$ cat config.mk
export PLATFORM = sky130hd
export DESIGN_NAME = stream_mux_n
export DESIGN_NICKNAME = d
export VERILOG_FILES = /design/src/rtl/mux_pkg.sv /design/src/rtl/stream_mux_n_rr_pick.sv /design/src/rtl/stream_mux_n.sv
export SDC_FILE = /design/constraint.sdc
export NUM_CORES = 1
export LEC_CHECK = 0
export CORE_MARGIN = 2
export CORE_UTILIZATION = 35
export CTS_CLUSTER_SIZE = 24
export DETAILED_ROUTE_END_ITERATION = 7
export GPL_ROUTABILITY_DRIVEN = 0
export PLACE_DENSITY = 0.76
export RECOVER_POWER = 50
export SLEW_MARGIN = 25
export SYNTH_ARGS = -nofsm -noshare
export SYNTH_HDL_FRONTEND = slang
export SYNTH_SLANG_ARGS = --single-unit
$ cat constraint.sdc
create_clock -name clk -period 2.7 [get_ports clk]
set_input_delay 0.405 -clock clk [delete_from_list [all_inputs] [get_ports clk]]
set_output_delay 0.405 -clock clk [all_outputs]
set_load 0.02 [all_outputs]
$ cat src/rtl/mux_pkg.sv
// Shared constants and helpers for the stream multiplexer family.
package mux_pkg;

    localparam logic MODE_FIXED = 1'b0;
    localparam logic MODE_RR    = 1'b1;

    function automatic int clog2(input int n);
        int r;
        r = 0;
        while ((1 << r) < n) r++;
        return r;
    endfunction

endpackage

$ cat src/rtl/stream_mux_n_rr_pick.sv
// Rotating-priority search: first asserted req at or after ptr, wrapping modulo NCH.
module rr_pick
    import mux_pkg::*;
#(
    parameter int NCH  = 4,
    parameter int SELW = clog2(NCH)
) (
    input  logic [NCH-1:0]  req,
    input  logic [SELW-1:0] ptr,
    output logic [SELW-1:0] gnt_idx,
    output logic            gnt_any
);

    int idx;

    always_comb begin
        gnt_any = 1'b0;
        gnt_idx = '0;
        idx     = 0;
        for (int i = 0; i < NCH; i++) begin
            // Wrap at NCH, not 2**SELW, so unused index codes are never visited.
            idx = int'(ptr) + i;
            if (idx >= NCH) idx = idx - NCH;
            if (!gnt_any && req[idx]) begin
                gnt_any = 1'b1;
                gnt_idx = SELW'(idx);
            end
        end
    end

endmodule

$ cat src/rtl/stream_mux_n.sv
// N-channel registered stream mux with fixed-select or round-robin grant and a
// one-deep output register that can load on the same edge it drains.
module stream_mux_n
    import mux_pkg::*;
#(
    parameter int WIDTH = 8,
    parameter int NCH   = 4,
    parameter int SELW  = clog2(NCH)
) (
    input  logic                 clk,
    input  logic                 rst,
    input  logic                 mode,
    input  logic [SELW-1:0]      s,
    input  logic [NCH*WIDTH-1:0] in_data,
    input  logic [NCH-1:0]       in_valid,
    output logic [NCH-1:0]       in_ready,
    output logic [WIDTH-1:0]     y,
    output logic [SELW-1:0]      y_ch,
    output logic                 y_valid,
    input  logic                 y_ready
);

    localparam int              NPAD   = 1 << SELW;
    localparam logic [SELW:0]   NCH_W  = (SELW+1)'(NCH);
    localparam logic [SELW-1:0] LAST_CH = SELW'(NCH-1);

    logic [WIDTH-1:0] y_q, y_d;
    logic [SELW-1:0]  ych_q, ych_d;
    logic [SELW-1:0]  ptr_q, ptr_d;
    logic             yv_q, yv_d;

    logic             load_en;
    logic             granted;
    logic [SELW-1:0]  gnt_idx;
    logic [SELW-1:0]  rr_idx;
    logic             rr_any;
    logic [NPAD-1:0]  valid_pad;
    logic [WIDTH-1:0] sel_data;

    rr_pick #(
        .NCH  (NCH),
        .SELW (SELW)
    ) u_rr_pick (
        .req     (in_valid),
        .ptr     (ptr_q),
        .gnt_idx (rr_idx),
        .gnt_any (rr_any)
    );

    // Padding lets an out-of-range fixed select index safely; the range check rejects it.
    assign valid_pad = NPAD'(in_valid);
    assign load_en   = !yv_q || y_ready;

    always_comb begin
        gnt_idx = rr_idx;
        granted = rr_any;
        if (mode == MODE_FIXED) begin
            gnt_idx = s;
            granted = ({1'b0, s} < NCH_W) && valid_pad[s];
        end
    end

    always_comb begin
        sel_data = '0;
        for (int k = 0; k < NCH; k++) begin
            if (gnt_idx == SELW'(k)) sel_data = in_data[k*WIDTH +: WIDTH];
        end
    end

    // Accept is suppressed during reset: a word taken then would be discarded.
    always_comb begin
        in_ready = '0;
        for (int k = 0; k < NCH; k++) begin
            in_ready[k] = !rst && load_en && granted && (gnt_idx == SELW'(k));
        end
    end

    always_comb begin
        y_d   = y_q;
        ych_d = ych_q;
        yv_d  = yv_q;
        ptr_d = ptr_q;
        if (load_en) begin
            if (granted) begin
                y_d   = sel_data;
                ych_d = gnt_idx;
                yv_d  = 1'b1;
                if (mode == MODE_RR) begin
                    ptr_d = (gnt_idx == LAST_CH) ? '0 : gnt_idx + 1'b1;
                end
            end else begin
                yv_d = 1'b0;
            end
        end
    end

    always_ff @(posedge clk) begin
        if (rst) begin
            y_q   <= '0;
            ych_q <= '0;
            yv_q  <= 1'b0;
            ptr_q <= '0;
        end else begin
            y_q   <= y_d;
            ych_q <= ych_d;
            yv_q  <= yv_d;
            ptr_q <= ptr_d;
        end
    end

    assign y       = y_q;
    assign y_ch    = ych_q;
    assign y_valid = yv_q;

endmodule

After elaboration in Yosys (flattened, before gate mapping)
Index checks and enable logic that the tools add are counted.
{ "classes": {"add_sub_neg": 8, "magnitude_cmp": 9, "n_eq_ne": 3, "mux": 34, "n_reduce_logical": 18} }
{ "op_table": {"columns": ["operator", "count"], "rows": [
  ["less-than comparator 32 x 4 -> 1 bit, second input constant", 4],
  ["two-way mux 32 bit", 4],
  [">= comparator 32 x 4 -> 1 bit, second input constant", 3],
  ["subtractor 32 x 4 -> 32 bit, second input constant", 3],
  ["two-way mux 8 bit", 4],
  ["two-way mux 1 bit", 15],
  ["two-way mux 2 bit", 6],
  ["binary-select mux 1 bit (select 2 bit)", 5],
  ["logical AND 1 bit", 9],
  ["adder 2 x 2 -> 3 bit, second input constant", 2],
  ["zero test 1 bit", 5],
  ["== test 2 bit, second input constant", 2],
  ["subtractor 2 x 3 -> 4 bit, second input constant", 1],
  ["adder 2 x 1 -> 3 bit, second input constant", 1],
  [">= comparator 2 x 3 -> 1 bit, second input constant", 1],
  ["less-than comparator 2 x 3 -> 1 bit, second input constant", 1],
  ["AND reduction 3 bit", 1],
  ["adder 2 x 1 -> 2 bit, second input constant", 1],
  ["== test 2 x 1 -> 1 bit, second input constant", 1],
  ["zero test 2 bit", 1],
  ["AND reduction 2 bit", 1],
  ["logical OR 1 bit", 1]
]} }
{ "word_totals": {"register_bits": 13, "input_bits": 42, "output_inout_bits": 15, "word_cells": 76} }

Logic depth before layout (Yosys ltp)
Gate-level depths: netlist of the first run.
{ "logic_depth": {"depth_word": 21, "mapped_depth": 11, "mapped_depth_nobuf": 10} }

Hierarchy
A second synthesis of the first run with hierarchy kept.
{ "hier_totals": {"hier_cells": 113, "hier_area_um2": 943.4} }
{ "by_module_without_submodules": {"columns": ["module", "instances", "cells_per_inst", "area_per_inst_um2", "seq_area_each_um2"], "rows": [
  ["stream_mux_n", 1, 98, 865.8, 260.2],
  ["rr_pick", 1, 15, 77.6, 0.0]
]} }

Worst setup path before layout of the first run
OpenSTA, ideal clock, no wires.
{ "synth_path": {"path_type": "input-to-output", "start": "input in_valid[3]", "end": "output in_ready[3]", "arrival_ns": 2.032, "t_required_ns": 2.295, "path_slack_ns": 0.263, "path_stages": 8, "path_buffers": 2, "cell_sequence": "nor2_1 -> a2111oi_0 -> a311oi_1 -> inv_1 -> ha_1 -> clkbuf_1 -> clkbuf_1 -> and2_1"} }
{ "synth_between": {"elab_chain_cells": 16, "elab_cells_between_ends": 33, "classes_between": "eq/ne: 1; mux: 24; reduce/logical: 8"} }
{ "synth_rtl": {"columns": ["item", "line", "source"], "rows": [
  ["from (decl)", "stream_mux_n.sv:15", "input logic [NCH-1:0] in_valid,"],
  ["binary-select mux 1 bit (select 2 bit)", "stream_mux_n_rr_pick.sv:24", "if (!gnt_any && req[idx]) begin"],
  ["two-way mux 1 bit (not written as such) (2 in series)", "stream_mux_n_rr_pick.sv:24", null],
  ["two-way mux 1 bit", "stream_mux_n_rr_pick.sv:24", null],
  ["zero test 1 bit", "stream_mux_n_rr_pick.sv:24", null],
  ["logical AND 1 bit", "stream_mux_n_rr_pick.sv:24", null],
  ["two-way mux 1 bit", "stream_mux_n_rr_pick.sv:24", null],
  ["zero test 1 bit", "stream_mux_n_rr_pick.sv:24", null],
  ["logical AND 1 bit", "stream_mux_n_rr_pick.sv:24", null],
  ["two-way mux 1 bit", "stream_mux_n_rr_pick.sv:24", null],
  ["zero test 1 bit", "stream_mux_n_rr_pick.sv:24", null],
  ["logical AND 1 bit", "stream_mux_n_rr_pick.sv:24", null],
  ["two-way mux 2 bit *", "stream_mux_n_rr_pick.sv:24", null],
  ["two-way mux 2 bit *", "stream_mux_n.sv:57", "if (mode == MODE_FIXED) begin"],
  ["named net gnt_idx[0]", "stream_mux_n.sv:34", "logic [SELW-1:0] gnt_idx;"],
  ["== test 2 bit *", "stream_mux_n.sv:74", "in_ready[k] = !rst && load_en && granted && (gnt_idx == SELW'(k));"],
  ["logical AND 1 bit *", "stream_mux_n.sv:74", null],
  ["to (decl)", "stream_mux_n.sv:16", "output logic [NCH-1:0] in_ready,"]
]} }
The timed path passes the listed nets; every way through them passes the cells marked *. The select of a mux whose other input is x is not followed.

Worst setup path after layout of the first run
{ "layout_path": {"start": "input s[0]", "end": "output in_ready[2]"} }
{ "layout_between": {"elab_chain_cells": 5, "elab_cells_between_ends": 7, "classes_between": "eq/ne: 1; mux: 4; reduce/logical: 2"} }
{ "layout_rtl": {"columns": ["item", "line", "source"], "rows": [
  ["from (decl)", "stream_mux_n.sv:13", "input logic [SELW-1:0] s,"],
  ["binary-select mux 1 bit (select 2 bit)", "stream_mux_n.sv:59", "granted = ({1'b0, s} < NCH_W) && valid_pad[s];"],
  ["two-way mux 1 bit (not written as such)", "stream_mux_n.sv:59", null],
  ["two-way mux 1 bit", "stream_mux_n.sv:57", null],
  ["logical AND 1 bit", "stream_mux_n.sv:74", null],
  ["logical AND 1 bit *", "stream_mux_n.sv:74", null]
]} }
Every way passes the cells marked *; elsewhere a longest branch is shown, timed or not. The select of a mux whose other input is x is not followed.

==> impl_metrics.env, run 1 <==
export IMPL_status="completed"
export IMPL_fin_crit_ps=2640
export IMPL_startpoint_type="primary input"
export IMPL_routedWlPerCell_um=13.5
export IMPL_synthArstFlopShare=0
export IMPL_ir_drop_v=0.000297
export IMPL_cts_root_buf="clkbuf_4"
export IMPL_io_buffer_count=56
export IMPL_synth_cell_types=31
export IMPL_synth_top_area_share=0.278
export IMPL_grt_max_degree=20
export IMPL_ys_top_cells_by_count="nor2_1 (14), dfxtp_1 (13), a21oi_1 (11)"
export IMPL_fin_hold_ws_ps=498
export IMPL_antenna_found_initial=0
export IMPL_power_density_mw_per_mm2=413
export IMPL_drv_cap=0
export IMPL_first_global_vias=1032
export IMPL_synth_area_top_cells="dfxtp_1 (28%), nor2b_1 (6.7%), a221oi_1 (6.6%), a21oi_1 (5.9%), a211oi_1 (5.6%)"
export IMPL_seqCellArea_um2=260
export IMPL_cp_end_kind="output pin"
export IMPL_slew_headroom=0.672
export IMPL_dieArea_mm2=0.00310
export IMPL_finalHoldViolCount=0
export IMPL_seq_area_frac_synth=0.278
export IMPL_clk_pin_slew_worst_paths_ps=70
export IMPL_drtIter0Drc=20
export IMPL_p_total_uw=664
export IMPL_required_ps=2300
export IMPL_dp_cells=204
export IMPL_syn_nets=161
export IMPL_p_leak_nw=0.689
export IMPL_hold_buffers=0
export IMPL_grt_ovfl_total=0
export IMPL_avgSynthCellArea_um2=8.13
export IMPL_synth_most_common_cell="nor2_1"
export IMPL_num_antenna_cells=0
export IMPL_fmax_mhz=379
export IMPL_firstDrtPassIters=4
export IMPL_wl_um=2800
export IMPL_core_mm2=0.00250
export IMPL_nets=225
export IMPL_synthesis_area_um2=935
export IMPL_fill_cells=228
export IMPL_grt_pass1_wl_um=4730
export IMPL_setup_viol=0
export IMPL_yosysTopAreaCell="dfxtp_1"
export IMPL_ys_flop_type="dfxtp_1"
export IMPL_hpwl_um=2380
export IMPL_start_util=0.374
export IMPL_ios=57
export IMPL_ys_warn_count=0
export IMPL_viasPerCell=5.08
export IMPL_arrival_ps=2230
export IMPL_num_vias=1056
export IMPL_worst_slew_pin_slew_ps=480
export IMPL_synth_seq_cells=13
export IMPL_cts_sink_count=13
export IMPL_grt_use_total=0.191
export IMPL_rows=18
export IMPL_ctsHtreeMaxLevel=1
export IMPL_skew_ps=12.4
export IMPL_fp_dieW_um=55.7
export IMPL_critical_path_class="in2out"
export IMPL_layout_worst_path_cycle_share=0.976
export IMPL_multiInputGateArea_um2=626
export IMPL_syn2layout_area_growth_pct=72.0
export IMPL_postRouteAntennaNets=0
export IMPL_hold_class="reg2reg"
export IMPL_final_cells=208
export IMPL_chipHeight_um=55.7
export IMPL_synth_edf_count=0
export IMPL_cts_tree="built"
export IMPL_drive_gt1_frac=0.152
export IMPL_clk_path_buf_depth=2
export IMPL_post_cts_setup_buffers=0
export IMPL_rsz0062_at_grt="no"
export IMPL_cts_buffers=3
export IMPL_worst_path_max_fanout=4
export IMPL_slew_viol_final=0
export IMPL_clock_latency_ps=280
export IMPL_drcViolationCount=0
export IMPL_netlist_instances=115
-- cell families after synthesis --
kind of cell,synth area share
AOI/OAI and AO/OA,0.252
adders and majority gates,0.0535
buffers and inverters,0.0643
muxes,0.0709
and+or+nand+nor,0.281
DFF,0.278
-- metal layers --
metal | GRT usage | up-vias | share of wire
li1 | - | 548 | -
met2 | 0.328 | 25 | 0.51
met4 | 0.0732 | 0 | 0.019
met5 | 0 | - | 0
met3 | 0.0233 | 6 | 0.031
met1 | 0.241 | 477 | 0.44
-- final timing paths --
check	startpoint	to	slack (ps)	depth (start not counted)
worst min-delay path	y[6]	y[6]	500	2
worst max register to register	ptr_q[1]	y[1]	320	11
worst min register to register	y[6]	y[6]	500	2
worst max-delay path	s[0]	in_ready[2]	60	7
-- worst max-delay path, stage by stage --
cell,delay [ps]
clkdlybuf4s50_1,500
mux4_2,510
mux2i_2,200
a21oi_2,60
nor2b_4,140
and2_1,170
clkdlybuf4s15_2,250
-- cell type report --
class | instances | share of cell area
timing repair buffer | 66 | 0.395
multi-input combinational | 89 | 0.389
sequential | 13 | 0.162
tap | 30 | 0.0233
clock buffer | 4 | 0.0163
inverter | 6 | 0.0140
-- stage by stage --
stage               worst slack [ps]   util  cell area (um2)  TNS [ps]
finish                          64.3  0.643             1610         0
global route                    4.64  0.643             1610         0
CTS                             6.62  0.644             1610         0
detailed placement              -570  0.628             1570     -5930
global placement                -436  0.628             1570     -4800
floorplan                        263      -              935         0
-- report_power, final --
part           leakage, nW  internal [mW]  total (mW)  switching, mW
clock               0.0150         0.0574       0.122         0.0651
combinational        0.566          0.164       0.311          0.147
sequential           0.108          0.216       0.230         0.0142
-- registers in the layout, summed over array words and instances (netlist names) --
name and flops:
y_valid 1, y 8, ptr_q 2, y_ch 2
-- what timing repair did --
| item | CTS | global route |
|---|---|---|
| setup endpoints to repair | 12 | 12 |
| pin swaps | 2 | 1 |
| resized for setup | 18 | 3 |
-- cells in the final DEF (no fill, tap or decap), drive strengths merged, types with 3 or more instances in the layout --
master and instances:
nor2 14, dlygate4sd3 10, clkdlybuf4s50 37, a211oi 8, ha 4, nor2b 11, dlygate4sd2 3, nand2 5
a21oi 12, clkbuf 5, and2 4, nor3 8, clkdlybuf4s15 3, mux2i 4, dfxtp 13, a221oi 7
inv 6, buf 10
No activity file was read; power rests on OpenSTA's default activity.
==> run 2, diff against run 1 <==
--- a/config.mk
+++ b/config.mk
@@ -6,12 +6,12 @@
 export NUM_CORES = 1
 export LEC_CHECK = 0
 export CORE_MARGIN = 2
-export CORE_UTILIZATION = 35
+export CORE_UTILIZATION = 37
 export CTS_CLUSTER_SIZE = 24
 export DETAILED_ROUTE_END_ITERATION = 7
 export GPL_ROUTABILITY_DRIVEN = 0
-export PLACE_DENSITY = 0.76
-export RECOVER_POWER = 50
+export PLACE_DENSITY = 0.8
+export RECOVER_POWER = 25
 export SLEW_MARGIN = 25
 export SYNTH_ARGS = -nofsm -noshare
 export SYNTH_HDL_FRONTEND = slang
==> impl_metrics.env, run 2 (synthesized netlist as in run 1, its figures left out) <==
export IMPL_rows=18
export IMPL_start_util=0.384
export IMPL_drv_cap=0
export IMPL_multiInputGateArea_um2=644
export IMPL_placed_cell_area_mm2=0.00157
export IMPL_cp_startpoint="s[0]"
export IMPL_postRouteAntennaNets=0
export IMPL_hold_class="reg2reg"
export IMPL_final_cells=209
export IMPL_chipHeight_um=54.3
export IMPL_dp_cells=204
export IMPL_p_leak_nw=0.676
export IMPL_r2r_start="ptr_q[1]"
export IMPL_num_vias=1114
export IMPL_clk_pin_slew_worst_paths_ps=80
export IMPL_final_cell_mix="clkdlybuf4s50_1 (41), nor2_1 (13), dfxtp_1 (13)"
export IMPL_power_density_mw_per_mm2=422
export IMPL_fmax_mhz=391
export IMPL_clock_latency_ps=280
export IMPL_worst_slew_pin_slew_ps=310
export IMPL_antenna_found_initial=0
export IMPL_status="completed"
export IMPL_grt_max_degree=20
export IMPL_layout_worst_path_cycle_share=0.948
export IMPL_slew_viol_final=0
export IMPL_skew_ps=2.43
export IMPL_worst_path_max_fanout=4
export IMPL_dieArea_mm2=0.00294
export IMPL_slew_headroom=0.793
export IMPL_grt_use_total=0.232
export IMPL_ctsHtreeMaxLevel=1
export IMPL_r2r_end="y[4]"
export IMPL_cp_slowest_stage_delay_ps=500
export IMPL_drtIter0Drc=16
export IMPL_cts_tree="built"
export IMPL_nets=226
export IMPL_cts_sink_count=13
export IMPL_critical_path_class="in2out"
export IMPL_hpwl_um=2360
export IMPL_viasPerCell=5.33
export IMPL_finalHoldViolCount=0
export IMPL_fin_ws_ps=140
export IMPL_arrival_ps=2150
export IMPL_seqCellArea_um2=260
export IMPL_hold_buffers=0
export IMPL_clk_path_buf_depth=2
export IMPL_ff2ff_path_depth=11
export IMPL_post_route_util=0.661
export IMPL_drcViolationCount=0
export IMPL_fill_cells=214
export IMPL_grt_pass1_wl_um=4780
export IMPL_fp_dieW_um=54.3
export IMPL_pre_cts_ws_ps=-438
export IMPL_num_antenna_cells=0
export IMPL_ios=57
export IMPL_routedWlPerCell_um=15.0
export IMPL_critPathSlowestCell="clkdlybuf4s50_1"
export IMPL_cts_root_buf="clkbuf_4"
export IMPL_path_cells="clkdlybuf4s50_1 -> mux4_2 -> mux2i_1 -> a21oi_2 -> nor2b_4 -> and2_1 -> clkbuf_2"
export IMPL_wl_um=3140
export IMPL_fin_crit_ps=2560
export IMPL_ir_drop_v=0.000428
export IMPL_final_common_cell="clkdlybuf4s50_1"
export IMPL_setup_tns_final_ps=0
export IMPL_first_global_vias=1045
export IMPL_drive_gt1_frac=0.173
export IMPL_fin_hold_ws_ps=500
export IMPL_ff2ff_setup_slack_ps=340
export IMPL_rsz0062_at_grt="no"
export IMPL_cp_end_kind="output pin"
export IMPL_p_total_uw=678
export IMPL_required_ps=2300
export IMPL_startpoint_type="primary input"
export IMPL_setup_viol=0
export IMPL_cts_buffers=3
export IMPL_largest_reg_flops=8
export IMPL_io_buffer_count=56
export IMPL_crit_end="in_ready[2]"
export IMPL_finalInstanceArea_mm2=0.00161
export IMPL_core_mm2=0.00243
export IMPL_syn2layout_area_growth_pct=72.0
export IMPL_grt_ovfl_total=0
export IMPL_firstDrtPassIters=4
-- run 2: changes by cell type in the layout (fill, tap and decap cells not counted), moves of 2 or more --
cell             before  now
clkdlybuf4s50_1      37   41
dlymetal6s2s_1        2    0
clkbuf_2              1    4
dlygate4sd2_1         3    5
dlygate4sd3_1        10    6
clkdlybuf4s15_2       3    0
-- run 2: critical path: cells and delay by family --
family                 cells  cell delay [ps]
AND/OR/NAND/NOR            2              300
buffers and inverters      2              670
multiplexers               2              720
AO/OA/AOI/OAI              1               70
-- run 2: where the power goes --
part           internal (mW)  leakage (nW)  switching (mW)
registers              0.216         0.108          0.0148
clock network         0.0573        0.0150          0.0685
logic                  0.170         0.553           0.152
total                  0.443         0.676           0.235
-- run 2: cell type report --
type	instances	share of cell area
inverter	6	0.0140
sequential	13	0.162
clock buffer	4	0.0163
tap	30	0.0233
multi-input combinational	89	0.401
timing repair buffer	67	0.384
-- run 2: how the worst min path moves through the flow --
| stage | from | endpoint | cells past startpoint |
|---|---|---|---|
| finish | y[6] | y[6] | 2 |
| global route | y[5] | y[5] | 2 |
| CTS | y[7] | y[7] | 2 |
| detailed placement | y_ch[1] | y_ch[1] | 2 |
| global placement | y_ch[1] | y_ch[1] | 2 |
| floorplan | rst | y[1] | 1 |
-- run 2: timing repair --
item / CTS / global route
buffers inserted: 1 / 0
resized for setup: 19 / 6
pin swaps: 1 / 0
endpoints found under the setup margin: 11 / 4
-- run 2: routing by layer --
metal  vias to the layer above  track usage  share of wire
met4                         0       0.0625          0.014
met1                       513        0.268           0.42
met3                         6       0.0710          0.077
met5                         -            0              0
met2                        42        0.412           0.49
li1                        553            -              -
